## config.mk

```make
export PLATFORM = sky130hd
export DESIGN_NAME = pmem_arbiter
export DESIGN_NICKNAME = d
export VERILOG_FILES = /design/src/rtl/rv32i_types.sv /design/src/rtl/rr_priority_select.sv /design/src/rtl/pmem_arbiter.sv
export SDC_FILE = /design/constraint.sdc
export NUM_CORES = 1
export LEC_CHECK = 0
export CORE_AREA = 2 2 561 563
export CTS_CLUSTER_SIZE = 24
export DETAILED_ROUTE_END_ITERATION = 6
export DIE_AREA = 0 0 563 565
export HOLD_SLACK_MARGIN = 0.02
export PLACE_DENSITY = 0.34
export RECOVER_POWER = 25
export SETUP_SLACK_MARGIN = 0.2
export SYNTH_ARGS = -nofsm -noshare
export SYNTH_HDL_FRONTEND = slang
export SYNTH_SLANG_ARGS = --single-unit
```

## constraint.sdc

```tcl
create_clock -name clk -period 4.5 [get_ports clk]
set_clock_uncertainty 0.1 [all_clocks]
set_input_delay 0.9 -clock clk [delete_from_list [all_inputs] [get_ports clk]]
set_output_delay 0.9 -clock clk [all_outputs]
set_load 0.01 [all_outputs]
```

## src/rtl/rv32i_types.sv

```systemverilog
// Shared types for the physical-memory arbiter.
//   arb_state_t : arbiter FSM encoding (IDLE / BUSY / RESP)
//   line_t      : a cache line at the default 256-bit line width
package rv32i_types;

   localparam int LINE_BITS = 256;

   typedef logic [LINE_BITS-1:0] line_t;

   typedef enum logic [1:0] {
      IDLE = 2'd0,
      BUSY = 2'd1,
      RESP = 2'd2
   } arb_state_t;

endpackage

```

## src/rtl/rr_priority_select.sv

```systemverilog
// Round-robin priority selector (purely combinational).
// Scans the request vector starting at last_grant+1 (mod N) and returns the
// first requesting index.
//   request    : per-port request vector
//   last_grant : index of the most recently serviced port
//   grant      : selected port index (0 when valid is low)
//   valid      : at least one port is requesting
module rr_priority_select #(
   parameter int N     = 2,
   parameter int IDX_W = (N > 1) ? $clog2(N) : 1
) (
   input  logic [N-1:0]     request,
   input  logic [IDX_W-1:0] last_grant,
   output logic [IDX_W-1:0] grant,
   output logic             valid
);

   logic [IDX_W-1:0] idx;

   always_comb begin
      grant = '0;
      valid = 1'b0;
      idx   = '0;
      // Offsets 1..N so the last granted port is considered last.
      for (int i = 1; i <= N; i++) begin
         idx = IDX_W'((int'(last_grant) + i) % N);
         if (!valid && request[idx]) begin
            valid = 1'b1;
            grant = idx;
         end
      end
   end

endmodule

```

## src/rtl/pmem_arbiter.sv

```systemverilog
// Arbitrates several cache ports onto one physical-memory port, one line
// transaction at a time, with round-robin fairness and per-port completion
// counters.
//   clk, rst                       : clock, synchronous active-high reset
//   req_read/req_write             : per-port line requests (write wins if both)
//   req_address/req_wdata          : per-port address and write line
//   req_resp/req_error/req_rdata   : one-cycle completion to the granted port
//   pmem_read/pmem_write           : memory command, asserted only in BUSY
//   pmem_address/pmem_wdata        : latched address / write line
//   pmem_resp/pmem_error/pmem_rdata: memory completion
//   stat_count/stat_reset          : per-port completed-transaction counters
//   dbg_state                      : current FSM state
//
// Handshake: a port raises req_read or req_write and holds it, with address
// and data, until the cycle in which its req_resp bit pulses. Memory holds
// off with pmem_resp low; pmem_resp high for one cycle completes the command.
module pmem_arbiter
   import rv32i_types::*;
#(
   parameter int NUM_PORTS  = 2,
   parameter int LINE_WIDTH = 256,
   parameter int ADDR_WIDTH = 32
) (
   input  logic                                  clk,
   input  logic                                  rst,
   input  logic [NUM_PORTS-1:0]                  req_read,
   input  logic [NUM_PORTS-1:0]                  req_write,
   input  logic [NUM_PORTS-1:0][ADDR_WIDTH-1:0]  req_address,
   input  logic [NUM_PORTS-1:0][LINE_WIDTH-1:0]  req_wdata,
   output logic [NUM_PORTS-1:0]                  req_resp,
   output logic [NUM_PORTS-1:0]                  req_error,
   output logic [LINE_WIDTH-1:0]                 req_rdata,
   output logic                                  pmem_read,
   output logic                                  pmem_write,
   output logic [ADDR_WIDTH-1:0]                 pmem_address,
   output logic [LINE_WIDTH-1:0]                 pmem_wdata,
   input  logic                                  pmem_resp,
   input  logic                                  pmem_error,
   input  logic [LINE_WIDTH-1:0]                 pmem_rdata,
   output logic [NUM_PORTS-1:0][31:0]            stat_count,
   input  logic                                  stat_reset,
   output arb_state_t                            dbg_state
);

   localparam int IDX_W = $clog2(NUM_PORTS);

   arb_state_t             state, state_next;
   logic [IDX_W-1:0]       grant_q, last_grant_q, sel_grant;
   logic                   sel_valid;
   logic                   grant_load;
   logic                   op_write_q;
   logic [ADDR_WIDTH-1:0]  addr_q;
   logic [LINE_WIDTH-1:0]  wdata_q;
   logic [LINE_WIDTH-1:0]  rdata_q;
   logic                   error_q;

   rr_priority_select #(
      .N     (NUM_PORTS),
      .IDX_W (IDX_W)
   ) u_select (
      .request    (req_read | req_write),
      .last_grant (last_grant_q),
      .grant      (sel_grant),
      .valid      (sel_valid)
   );

   // Next state and outputs
   always_comb begin
      state_next = state;
      grant_load = 1'b0;
      pmem_read  = 1'b0;
      pmem_write = 1'b0;
      req_resp   = '0;
      req_error  = '0;
      case (state)
         IDLE: begin
            if (sel_valid) begin
               grant_load = 1'b1;
               state_next = BUSY;
            end
         end
         BUSY: begin
            pmem_read  = !op_write_q;
            pmem_write = op_write_q;
            if (pmem_resp) state_next = RESP;
         end
         RESP: begin
            req_resp[grant_q]  = 1'b1;
            req_error[grant_q] = error_q;
            state_next         = IDLE;
         end
         default: state_next = IDLE;
      endcase
   end

   assign pmem_address = addr_q;
   assign pmem_wdata   = wdata_q;
   assign req_rdata    = rdata_q;
   assign dbg_state    = state;

   always_ff @(posedge clk) begin
      if (rst) begin
         state        <= IDLE;
         grant_q      <= '0;
         last_grant_q <= IDX_W'(NUM_PORTS - 1);
         op_write_q   <= 1'b0;
         addr_q       <= '0;
         wdata_q      <= '0;
         rdata_q      <= '0;
         error_q      <= 1'b0;
      end else begin
         state <= state_next;
         if (grant_load) begin
            grant_q    <= sel_grant;
            // A port raising both read and write is treated as a write.
            op_write_q <= req_write[sel_grant];
            addr_q     <= req_address[sel_grant];
            wdata_q    <= req_wdata[sel_grant];
         end
         if (state == BUSY && pmem_resp) begin
            rdata_q <= pmem_rdata;
            error_q <= pmem_error;
         end
         if (state == RESP) last_grant_q <= grant_q;
      end
   end

   // Completion counters; a clear request overrides a same-cycle increment.
   always_ff @(posedge clk) begin
      if (rst || stat_reset) begin
         stat_count <= '0;
      end else if (state == RESP) begin
         stat_count[grant_q] <= stat_count[grant_q] + 32'd1;
      end
   end

endmodule

```

==> impl_summary.md, run 1 <==
Floorplanning
During I/O placement, the number of pins put on the boundary was 1457. The horizontal die dimension is 563 um. The initial utilization of the core area, before any placement, comes to 7.82%. The area enclosed by the die boundary is 318000 um^2. The area of the placeable core is 311000 um^2. The number of standard-cell rows in the floorplan is 205. The die is 565 um tall.

Timing
The fraction of the cycle the final worst path needs is 82.7%. The number of pins exceeding their max-slew limit in the final report came to 0. The slack of the critical path is 0.779 ns. The final-report setup violation count is 0.

The highest achievable clock rate is 0.269 GHz. Setup total negative slack on the finished layout was measured at 0 ns. Setup repair after global routing left no endpoint under its margin.

The worst-case headroom to the max-slew limit is 10.5%. The shortest clock period the worst path allows after layout is 3.72 ns. The worst hold slack is 0.349 ns.

The number of endpoints with negative hold slack in the final report is 0. At the pin with the least slew margin, the transition time is 1.34 ns.

Setup path
The number of cells on the worst reg-to-reg path is 8. The slowest stage of the critical path is the sky130_fd_sc_hd__clkdlybuf4s50_1 cell. For the worst setup path, the data required time is 3.50 ns. Traced cell by cell, the critical path runs through or3b_1 -> inv_1 -> and2_1 -> clkdlybuf4s50_1. The worst register-to-register path begins at dbg_state[1].

For this run, the slowest stage of the critical path takes 0.59 ns. The endpoint of the worst register-to-register path is stat_count[57]. The worst setup path is captured at a primary output.

The critical path launch point is grant_q. The worst setup path is of the reg2out kind. The nature of the critical path startpoint is a flip-flop. The biggest fanout along the worst timing path is 35. The end point of the critical path is req_error[0]. The data arrival time at the worst-slack endpoint is 2.72 ns. The worst reg-to-reg setup slack is 1.15 ns.

Global route
The global-route wire length before repair is 305000 um. The total overflow left after global routing is 0. The overall global routing resource usage is 14.5%. The initial antenna violation count is 164. The number of global-route vias before repair came to 29200.

Entering global routing, the biggest net connects 156 pins.

Finish
The count of cells in the finished layout, fillers not included, comes to 8733. The ratio of cells with drive above 1 in the final layout is 4.56%. The area growth from synthesis to layout is 92.9%. The number of nets in the layout is 5335.

CTS
The number of buffers on the longest clock path is 4. The number of buffers added for setup after CTS is 0. The H-tree depth reported by CTS is 3. The hold buffer count at cts is 0.

For the worst-skew pair, the clock arrives at the later sink with an insertion delay of 0.79 ns. The root buffer selected by CTS is sky130_fd_sc_hd__clkbuf_16. After clock tree synthesis, the repair step resized 0 gates.

The number of clock buffers inserted by TritonCTS is 95. After clock tree synthesis, the clock-pin slew on the worst setup and hold paths is 0.07 ns. The TritonCTS clock tree is done. For this design, the sink count on the clock tree is 614.

Detailed routing
The detailed-route DRC error count is 0. The starting DRC count in detailed routing is 1879. In this run the remaining antenna-violating nets after routing total 0. The routed layout has 29600 vias. The first-pass detailed-route iteration total is 5. The total length of routed wires is 241000 um. The detail-routed via count per cell is 3.39. Dividing the detail-routed wire length by the instance count gives 27.6 um.

Yosys
When the netlist entered floorplanning its net count stood at 3994. Of all flip-flops after synthesis, the portion carrying an async set or reset was 0%. Synthesis produced 3152 cells. In the synthesized netlist, the cells that appear most often are sky130_fd_sc_hd__nand2_1 (1128), sky130_fd_sc_hd__dfxtp_1 (614), sky130_fd_sc_hd__nor2_1 (323), sky130_fd_sc_hd__a21oi_1 (296), sky130_fd_sc_hd__a311oi_1 (289).

Synthesis inferred 614 register bits. Counting flops with a built-in enable in the synthesized netlist gives 0. After synthesis, the cell types taking the most area are sky130_fd_sc_hd__dfxtp_1 (50%), sky130_fd_sc_hd__nand2_1 (17%), sky130_fd_sc_hd__a311oi_1 (10%), sky130_fd_sc_hd__a21oi_1 (6.1%), sky130_fd_sc_hd__nor2_1 (5.0%). The leading area contributor after synthesis is sky130_fd_sc_hd__dfxtp_1. By instance count, the leading cell after synthesis is sky130_fd_sc_hd__nand2_1. The number of warning messages in the yosys log is 0. After synthesis, the largest area contributor takes up 50.5% of total cell area. The most common flop cell mapped by yosys is sky130_fd_sc_hd__dfxtp_1. The number of library cell types mapped by synthesis is 42.

The mean post-synth cell area is 7.72 um^2. The netlist area before placement is 24300 um^2. The sequential fraction of the synthesis area is 50.5%.

Power and ir drop
The power density over the cells is 376 nW/um^2. Across the VDD grid, the largest voltage drop is 254 uV. Summed over all cells, the static leakage comes to 16.4 nW.

Placed design
Including well taps, the total number of placed cells is 8536. Detailed placement finished with a half-perimeter wire length of 201000 um. At the end of routability-driven placement, the weighted congestion stood at 0.878. Timing analysis after detailed placement gives a worst setup slack of 0.606 ns. The number of I/O port buffers is 1456.

Flow run
The max capacitance violation total is 0.

Outcome
The run finished with clean final reports.

Hold path
The worst hold path belongs to the class reg2reg.
sequential cells by signal (all words and copies together), names as in the netlist:
signal	cells
dbg_state	2
error_q	1
grant_q	1
last_grant_q	1
op_write_q	1
pmem_address	32
pmem_wdata	256
req_rdata	256
stat_count	64
cell families after synthesis:
kind of cell    Yosys count  synth area share [%]
compound gates          642                  18.1
simple gates           1585                  25.8
fa+ha+maj                 1                0.0514
flops                   614                  50.5
mux                       5                 0.216
xor+xnor                 30                  1.08
buf+inv                 275                  4.30
through the flow:
| step | cell area [um^2] | total power [mW] | utilization [%] |
|---|---|---|---|
| 2_1_floorplan | 24300 | 7.45 | - |
| 3_3_place_gp | 43800 | 10.2 | 14.1 |
| 3_5_place_dp | 43800 | 10.2 | 14.1 |
| 4_1_cts | 46900 | 18.2 | 15.1 |
| 5_1_grt | 46900 | 18.5 | 15.1 |
| 6_report | 47000 | 17.6 | 15.1 |
power breakdown:
part           total, mW  internal (mW)  switching [mW]
Clock               7.75           4.60            3.15
Sequential          6.16           5.88           0.281
Combinational       3.72           1.71            2.01
Total               17.6           12.2            5.44
layout by cell type (no fill, tap or decap), types with 28 or more instances in the layout:
cell type                         synthesis  routed
sky130_fd_sc_hd__clkdlybuf4s50_1          0    1222
sky130_fd_sc_hd__a21oi_1                296     296
sky130_fd_sc_hd__nand2_1               1128    1127
sky130_fd_sc_hd__nor2_1                 323     323
sky130_fd_sc_hd__nand3_1                 40      40
sky130_fd_sc_hd__xor2_1                  28      28
sky130_fd_sc_hd__dlygate4sd3_1            0     233
sky130_fd_sc_hd__dfxtp_1                614     613
sky130_fd_sc_hd__diode_2                  0      36
sky130_fd_sc_hd__clkbuf_16                0      95
sky130_fd_sc_hd__a311oi_1               289     289
sky130_fd_sc_hd__buf_4                    1      32
layer usage:
| metal | up-vias | wire [um] | global-route usage (%) |
|---|---|---|---|
| met5 | - | 411 | 0 |
| met3 | 416 | 22500 | 5.35 |
| li1 | 13500 | - | - |
| met2 | 1411 | 116000 | 25.1 |
| met4 | 64 | 9620 | 4.98 |
| met1 | 14200 | 92100 | 16.3 |
worst max-delay path: cells and delay by family (launching register included):
family / cells / cell delay (ns)
DFF: 1 / 0.53
buffers and inverters: 2 / 0.71
and+or+nand+nor: 2 / 0.67
final cells by class:
type / count / area, um^2
Clock buffer: 130 / 2670
Timing Repair Buffer: 1515 / 15200
Multi-Input combinational cell: 2263 / 11000
Fill cell: 35500 / 264000
Sequential cell: 614 / 12300
Inverter: 4 / 15.0
Tap cell: 4140 / 5180
Antenna cell: 36 / 90.1
Clock inverter: 31 / 432
how the worst min path moves through the flow:
stage	from	endpoint	slack [ns]	cells after the start
after detailed placement	req_rdata[131]	req_rdata[131]	0.35	2
final	req_rdata[131]	req_rdata[131]	0.35	2
after global placement	req_rdata[163]	req_rdata[163]	0.34	2
after floorplan	error_q	error_q	0.34	2
after CTS	req_rdata[249]	req_rdata[249]	0.35	2
after global routing	req_rdata[169]	req_rdata[169]	0.37	2
Note: power is estimated with default switching activity, not from simulation.
==> run 2, diff against run 1 <==
CORE_AREA = 2 2 564 566   (was 2 2 561 563)
DIE_AREA = 0 0 566 568   (was 0 0 563 565)
clock period = 3.15 ns   (was 4.5 ns; I/O delays follow)
==> run 2 against run 1 <==
Against the previous run:
- register-to-register slack got worse by 0.83 ns
- total power rose by 41%
- final cell count rose by 1.5%
- sequential power rose by 44%
- critical path depth rose by 5
- first-iteration DRC count rose by 1.7%
- clock power rose by 35%
==> impl_summary.md, run 2 (synthesis gave the netlist of run 1 again) <==
Finish
The number of nets in the layout was 5426 (+1.7%). Compared with the post-synthesis result, the final layout area differs by 95.8%. The fraction of the core area covered by cells at the end of the flow is 15.1% (about the same). The ratio of cells with drive above 1 in the final layout came to 6.41% (+1.8 points). The final instance count without filler cells was 8862 (+1.5%).

The library cells used most frequently in the layout, excluding fill and tap cells, are sky130_fd_sc_hd__clkdlybuf4s50_1 (1418), sky130_fd_sc_hd__nand2_1 (1127), sky130_fd_sc_hd__dfxtp_1 (611), sky130_fd_sc_hd__nor2_1 (323), sky130_fd_sc_hd__a21oi_1 (297). The commonest non-fill, non-tap cell in the layout is sky130_fd_sc_hd__clkdlybuf4s50_1. The number of filler cells placed in the layout is 36000 (+1.3%).

Timing
The worst hold slack is 0.140 ns (-0.209 ns). The number of endpoints with negative hold slack in the final report came to 0 (unchanged). The shortest clock period the worst path allows after layout is 2.88 ns. The slack of the critical path is 0.272 ns (-0.507 ns). The highest achievable clock rate is 0.348 GHz. The number of pins exceeding their max-slew limit in the final report is 0 (unchanged). The slew at the pin with the worst max-slew slack was 1.04 ns (-0.302 ns). The final-report setup violation count is 0 (unchanged).

Setup repair after global routing left no endpoint under its margin. The worst-case headroom to the max-slew limit is 30.6% (+20 points). The fraction of the cycle the final worst path needs is 91.4%.

Global route
The global-route wire length before repair is 310000 um (+1.7%). The overall global routing resource usage is 14.6% (+0.088 points). The largest net degree at the start of global routing is 131 (-16%). The number of global-route vias before repair is 29700 (+1.6%). The leftover overflow at the end of global routing is 0 (unchanged). The initial antenna violation count is 165 (+0.61%).

Setup path
The peak per-stage delay on the critical path is 0.63 ns (+0.04 ns). The kind of end point of the critical path is a flip-flop. The endpoint of the worst register-to-register path is stat_count[25]. The number of buffers and inverters on the critical path is 5 (+3). The gate family responsible for the most delay along the worst path is buffers and inverters. The nature of the critical path startpoint is an input pin.

The data arrival time at the worst-slack endpoint came to 3.43 ns (+0.71 ns). The library cell contributing the largest single delay on the critical path is sky130_fd_sc_hd__dlygate4sd3_1. The required time reported for the critical path endpoint is 3.70 ns (+0.20 ns). The launch instance of the worst register-to-register path is grant_q. The worst reg-to-reg path cell count came to 8 (unchanged).

The category of the most critical setup path is in2reg. The biggest fanout along the worst timing path is 15 (-57%). The critical path launch point is req_write[1]. The signal on the critical path passes through dlygate4sd3_1 -> clkbuf_1 -> nor2_1 -> a211oi_4 -> buf_4 -> buf_12 -> clkbuf_1 -> nor2_1 -> a311oi_1. The worst reg-to-reg setup slack is 0.32 ns (-0.83 ns).

Detailed routing
The final routed wire length divided by cell count came to 27.5 um (-0.30%). The starting DRC count in detailed routing is 1911 (+1.7%). The detail-routed via count per cell is 3.40 (+0.38%). The antenna violation net count after detailed routing is 0 (unchanged). The first-pass detailed-route iteration total was 5 (unchanged). The total length of routed wires is 244000 um (+1.2%). The detailed-route DRC error count is 0 (unchanged). The total number of vias is 30100 (+1.9%).

CTS
The H-tree depth reported by CTS is 3 (unchanged). The clock insertion delay at the later pin of the skew report is 0.77 ns (-0.02 ns). The tree is rooted in a sky130_fd_sc_hd__clkbuf_16. TritonCTS built the clock tree. The number of sinks handled by clock tree synthesis is 614 (unchanged). The register clock-pin slew on the reported worst setup and hold paths is 0.06 ns (about the same). The number of clock buffers inserted by TritonCTS is 91 (-4.2%). The number of buffers on the longest clock path was 4 (unchanged).

Power and ir drop
The power density over the cells is 523 nW/um^2 (+39%). The overall power was 24.9 mW (+41%). The largest voltage drop on the vdd net is 344 uV (+36%). The standby leakage power is 16.3 nW (-0.22%).

Hold path
The critical hold path startpoint is rst. The hold path depth is 2 (unchanged). For hold timing, the worst endpoint is req_rdata[16].

The tightest min-delay check is of the in2reg type.

Placed design
The placed wire-length estimate after detailed placement is 208000 um (+3.1%). The number of I/O port buffers is 1456 (unchanged). The post-placement setup slack is -0.00193 ns (-0.608 ns). The last weighted congestion value of the routability-driven placer was 0.944 (+7.6%). The placed cell count came to 8666 (+1.5%).

Floorplanning
The count of pins on the block boundary is 1457 (unchanged). The die height is 568 um (+0.53%). The number of standard-cell rows in the floorplan came to 207 (+0.98%). The horizontal die dimension is 566 um (+0.53%). The area enclosed by the die boundary came to 321000 um^2 (+1.1%). The area of the placeable core is 316000 um^2 (+1.6%). The initial core utilization is 7.70% (-0.12 points).

Outcome
The flow ran to the end, and the final reports show no timing, DRC or antenna violations.

Flow run
The max capacitance violation total is 0 (unchanged).
==> run 2: layout make-up <==
| cell class | instances | area [um^2] | share of cell area [%] |
|---|---|---|---|
| Clock buffer | 123 | 2530 | 5.30 |
| Clock inverter | 38 | 407 | 0.853 |
| Sequential cell | 614 | 12300 | 25.8 |
| Multi-Input combinational cell | 2263 | 11000 | 23.1 |
| Tap cell | 4180 | 5230 | 11.0 |
| Timing Repair Buffer | 1610 | 16100 | 33.7 |
| Antenna cell | 30 | 75.1 | 0.157 |
| Inverter | 4 | 16.3 | 0.0341 |
==> run 2: metal layers <==
metal	routed length (um)	part of all wire [%]	track usage, %	vias up
met5	611	0.25	0	-
met4	8150	3.3	4.07	92
met3	26600	11	6.74	420
met2	117000	48	25.2	1484
met1	91300	37	15.8	14500
li1	-	-	-	13700
==> run 2: stage by stage <==
stage          setup TNS, ns  cell area, um^2
6_report                   0            47700
5_1_grt                    0            47600
4_1_cts                    0            47800
3_5_place_dp        -0.00193            44800
3_3_place_gp               0            44800
2_1_floorplan              0            24300
==> run 2: how the worst max path moves through the flow <==
stage / to / slack [ns] / depth (start not counted)
CTS: pmem_wdata[86] / 0.20 / 1
detailed placement: pmem_wdata[176] / -0.002 / 9
global placement: pmem_wdata[147] / 0.03 / 9
global route: req_rdata[193] / 0.11 / 8
floorplan: stat_count[56] / 0.37 / 12
finish: pmem_wdata[248] / 0.27 / 9
==> run 2: where the power goes <==
| group | internal [mW] | switching, mW | leakage [nW] | total, mW |
|---|---|---|---|---|
| Combinational | 2.67 | 2.90 | 9.85 | 5.57 |
| Clock | 6.18 | 4.34 | 1.45 | 10.5 |
| Sequential | 8.40 | 0.449 | 5.05 | 8.85 |
| Total | 17.3 | 7.69 | 16.3 | 24.9 |
==> run 2: repair_timing <==
action,CTS,global route
gates resized for setup,46,1
hold buffers,0,0
setup endpoints to repair,35,1
gates cloned,1,0
buffers inserted,4,0
==> run 3, diff against run 2 <==
CAP_MARGIN = 0   (was unset)
SETUP_SLACK_MARGIN = 0.02   (was 0.2)
==> run 3 against run 2 <==
Against the previous run:
- sequential power about the same
- clock power is essentially flat
- core utilization about the same
- global-route usage hardly changed
- largest cell class unchanged
- highest routed layer unchanged
- total power is essentially flat
- sequential share of layout area barely moved
- count of clock-buffer cells in the layout did not move
- die area did not move
- critical endpoint is now pmem_wdata[67]
- routed wire length decreased by 0.17%
- maximum frequency shrank 4.2%
- first-iteration DRC count grew 3.6%
- setup slack worse by 0.13 ns
==> impl_summary.md, run 3 (synthesis gave the netlist of run 1 again) <==
Timing
The final-report setup violation count is 0 (unchanged). The shortest clock period the worst path allows after layout is 3.00 ns (+0.127 ns). The worst hold slack is 0.155 ns (+0.0143 ns). The highest achievable clock rate came to 0.333 GHz (-4.2%).

The slew at the pin with the worst max-slew slack is 1.29 ns (+0.244 ns). Setup repair after global routing left no endpoint under its margin. The number of pins exceeding their max-slew limit in the final report is 0 (unchanged). The number of endpoints with negative hold slack in the final report came to 0 (unchanged). The worst-case headroom to the max-slew limit is 14.3% (-16 points). The fraction of the cycle the final worst path needs was 95.4% (+4.0 points).

Setup path
The library cell contributing the largest single delay on the critical path is sky130_fd_sc_hd__dlygate4sd3_1. The worst setup path is launched from an input pin. The most prevalent standard cell on the critical path is sky130_fd_sc_hd__nor2_1. Grouping stages by cell kind, the critical path spends the most delay in buffers and inverters. The worst setup path is captured at a flip-flop. The required time reported for the critical path endpoint was 3.71 ns (about the same). The biggest fanout along the worst timing path is 25 (+10). The category of the most critical setup path is in2reg. Walking the worst path, the cells encountered are dlygate4sd3_1 -> clkbuf_1 -> nor2_1 -> a211oi_4 -> buf_12 -> clkbuf_4 -> buf_4 -> nor2_1 -> a311oi_1.

The worst reg-to-reg setup slack is 0.22 ns (-0.10 ns). The number of buffers and inverters on the critical path is 5 (unchanged). The peak per-stage delay on the critical path is 0.62 ns (about the same). In this run the critical register-to-register path is launched from dbg_state[1].

The data arrival time at the worst-slack endpoint is 3.57 ns (+0.14 ns). The critical path starts at req_write[1].

Floorplanning
The number of standard-cell rows in the floorplan came to 207 (unchanged). The die height is 568 um (unchanged). The horizontal die dimension is 566 um (unchanged). The initial core utilization is 7.70% (unchanged). The area of the placeable core was 316000 um^2 (unchanged). The area enclosed by the die boundary is 321000 um^2 (unchanged). The count of pins on the block boundary is 1457 (unchanged).

CTS
The number of clock buffers inserted by TritonCTS came to 91 (unchanged). The clock insertion delay at the later pin of the skew report is 0.77 ns (about the same). The number of buffers added for setup after CTS is 0 (-4).

The number of buffers on the longest clock path is 4 (unchanged). The TritonCTS clock tree is done. The number of sinks handled by clock tree synthesis is 614 (unchanged). In this run the clock root is driven by a sky130_fd_sc_hd__clkbuf_16. The H-tree depth reported by CTS is 3 (unchanged).

The register clock-pin slew on the reported worst setup and hold paths is 0.06 ns (about the same).

Global route
The initial antenna violation count is 173 (+4.8%). The global-route wire length before repair is 309000 um (-0.32%). The number of global-route vias before repair is 29600 (-0.28%). The overall global routing resource usage was 14.5% (-0.023 points). The peak-usage layer in the global routing report is met2.

The largest net degree at the start of global routing is 131 (unchanged). The global-route met1 utilization is 15.2% (-0.66 points). The met2 capacity usage during global routing was 25.1% (-0.12 points). The global routing usage on met3 is 7.75% (+1.0 points).

The leftover overflow at the end of global routing is 0 (unchanged).

Hold path
The type of the tightest min-delay check is in2reg. The critical hold path startpoint is rst.

Outcome
The flow ran to the end, and the final reports show no timing, DRC or antenna violations.

Power and ir drop
The largest voltage drop on the vdd net is 354 uV (+3.0%). The standby leakage power is 16.2 nW (-1.1%). The switching component of the power was 7.70 mW (about the same). The relative contribution of the clock network to total power is 42.2% (about the same).

The fraction of power consumed by sequential logic is 35.5% (about the same). The combinational cell fraction of total power is 22.3% (about the same). The switching portion of total power is 30.9% (about the same).

The cell-internal power came to 17.2 mW (about the same). The power density over the cells is 524 nW/um^2 (+0.15%).

Placed design
The number of I/O port buffers is 1456 (unchanged). The placed wire-length estimate after detailed placement is 208000 um (unchanged). The last weighted congestion value of the routability-driven placer is 0.944 (unchanged).

The placed cell count was 8666 (unchanged).

Detailed routing
The total length of routed wires is 243000 um (-0.17%). The starting DRC count in detailed routing came to 1979 (+3.6%). The first-pass detailed-route iteration total is 5 (unchanged). The final routed wire length divided by cell count is 27.5 um (-0.11%). The total number of vias is 30000 (-0.55%). The detail-routed via count per cell came to 3.38 (-0.49%). The detailed-route DRC error count is 0 (unchanged). The antenna violation net count after detailed routing is 0 (unchanged).

Finish
The final instance count without filler cells is 8857 (-0.056%). The ratio of cells with drive above 1 in the final layout is 6.18% (-0.23 points). The fraction of the core area covered by cells at the end of the flow is 15.1% (-0.022 points). The number of nets in the layout is 5420 (-0.11%). The library cells used most frequently in the layout, excluding fill and tap cells, are sky130_fd_sc_hd__clkdlybuf4s50_1 (1446), sky130_fd_sc_hd__nand2_1 (1127), sky130_fd_sc_hd__dfxtp_1 (612), sky130_fd_sc_hd__nor2_1 (323), sky130_fd_sc_hd__a21oi_1 (297). Leaving out fill and tap cells, the most frequent cell in the layout is sky130_fd_sc_hd__clkdlybuf4s50_1.

Compared with the post-synthesis result, the final layout area differs by 95.5%. The number of filler cells placed in the layout is 36000 (+0.025%).

Flow run
The max capacitance violation total is 0 (unchanged).
-- run 3: cell count changes in the layout (fill, tap and decap cells not counted), sizes merged --
| cell | delta |
|---|---|
| dlygate4sd2 | -26 |
| dlymetal6s2s | -1 |
| bufbuf | -1 |
| buf | -12 |
| diode | +1 |
| clkbuf | +6 |
| clkinvlp | -1 |
| inv | +1 |
| clkdlybuf4s50 | +28 |
-- run 3: path summary, 6_finish.rpt --
check / to / depth (start not counted)
max: pmem_wdata[67] / 9
min: req_rdata[6] / 2
max reg2reg: stat_count[57] / 7
min reg2reg: req_rdata[40] / 2
-- run 3: metal layers --
metal,vias up,wire [um]
met3,441,29500
li1,13700,-
met2,1466,117000
met5,-,700
met4,106,8330
met1,14300,88000
-- run 3: layout make-up --
class | instances | area (um^2) | area share, %
timing repair buffer | 1604 | 16000 | 33.6
sequential | 614 | 12300 | 25.8
multi-input combinational | 2263 | 11000 | 23.2
antenna | 31 | 77.6 | 0.163
clock inverter | 38 | 407 | 0.854
inverter | 4 | 15.0 | 0.0315
clock buffer | 123 | 2530 | 5.31
tap | 4180 | 5230 | 11.0
-- run 3: stage by stage --
stage / instance area [um^2] / power, mW / setup WS [ns] / setup TNS, ns
after floorplan: 24300 / 10.6 / 0.374 / 0
after global placement: 44800 / 14.8 / 0.0300 / 0
after detailed placement: 44800 / 14.8 / -0.00193 / -0.00193
after CTS: 47700 / 25.7 / 0.0755 / 0
after global routing: 47500 / 26.2 / 0.0296 / 0
final: 47600 / 24.9 / 0.146 / 0
-- run 3: worst register-to-register path: stages (launching register included) --
cell and delay, ns:
sky130_fd_sc_hd__dfxtp_2 0.47, sky130_fd_sc_hd__nor2b_1 0.22, sky130_fd_sc_hd__nand2_1 0.10, sky130_fd_sc_hd__inv_1 0.14, sky130_fd_sc_hd__clkbuf_1 0.96, sky130_fd_sc_hd__nand2_1 0.26, sky130_fd_sc_hd__or4_1 0.47, sky130_fd_sc_hd__a21oi_1 0.15
-- run 3: power by group through the flow --
stage / logic (mW) / clock network (mW) / registers (mW)
6_report: 5.57 / 10.5 / 8.85
5_1_grt: 5.99 / 11.3 / 8.92
3_3_place_gp: 5.75 / 0 / 9.02
2_1_floorplan: 1.49 / 0 / 9.16
3_5_place_dp: 5.75 / 0 / 9.02
4_1_cts: 5.78 / 11.0 / 8.87
-- run 3: repair_timing --
action / CTS / global route
endpoints found under the setup margin: 7 / 0
resized for setup: 5 / 0
hold buffers: 0 / 0
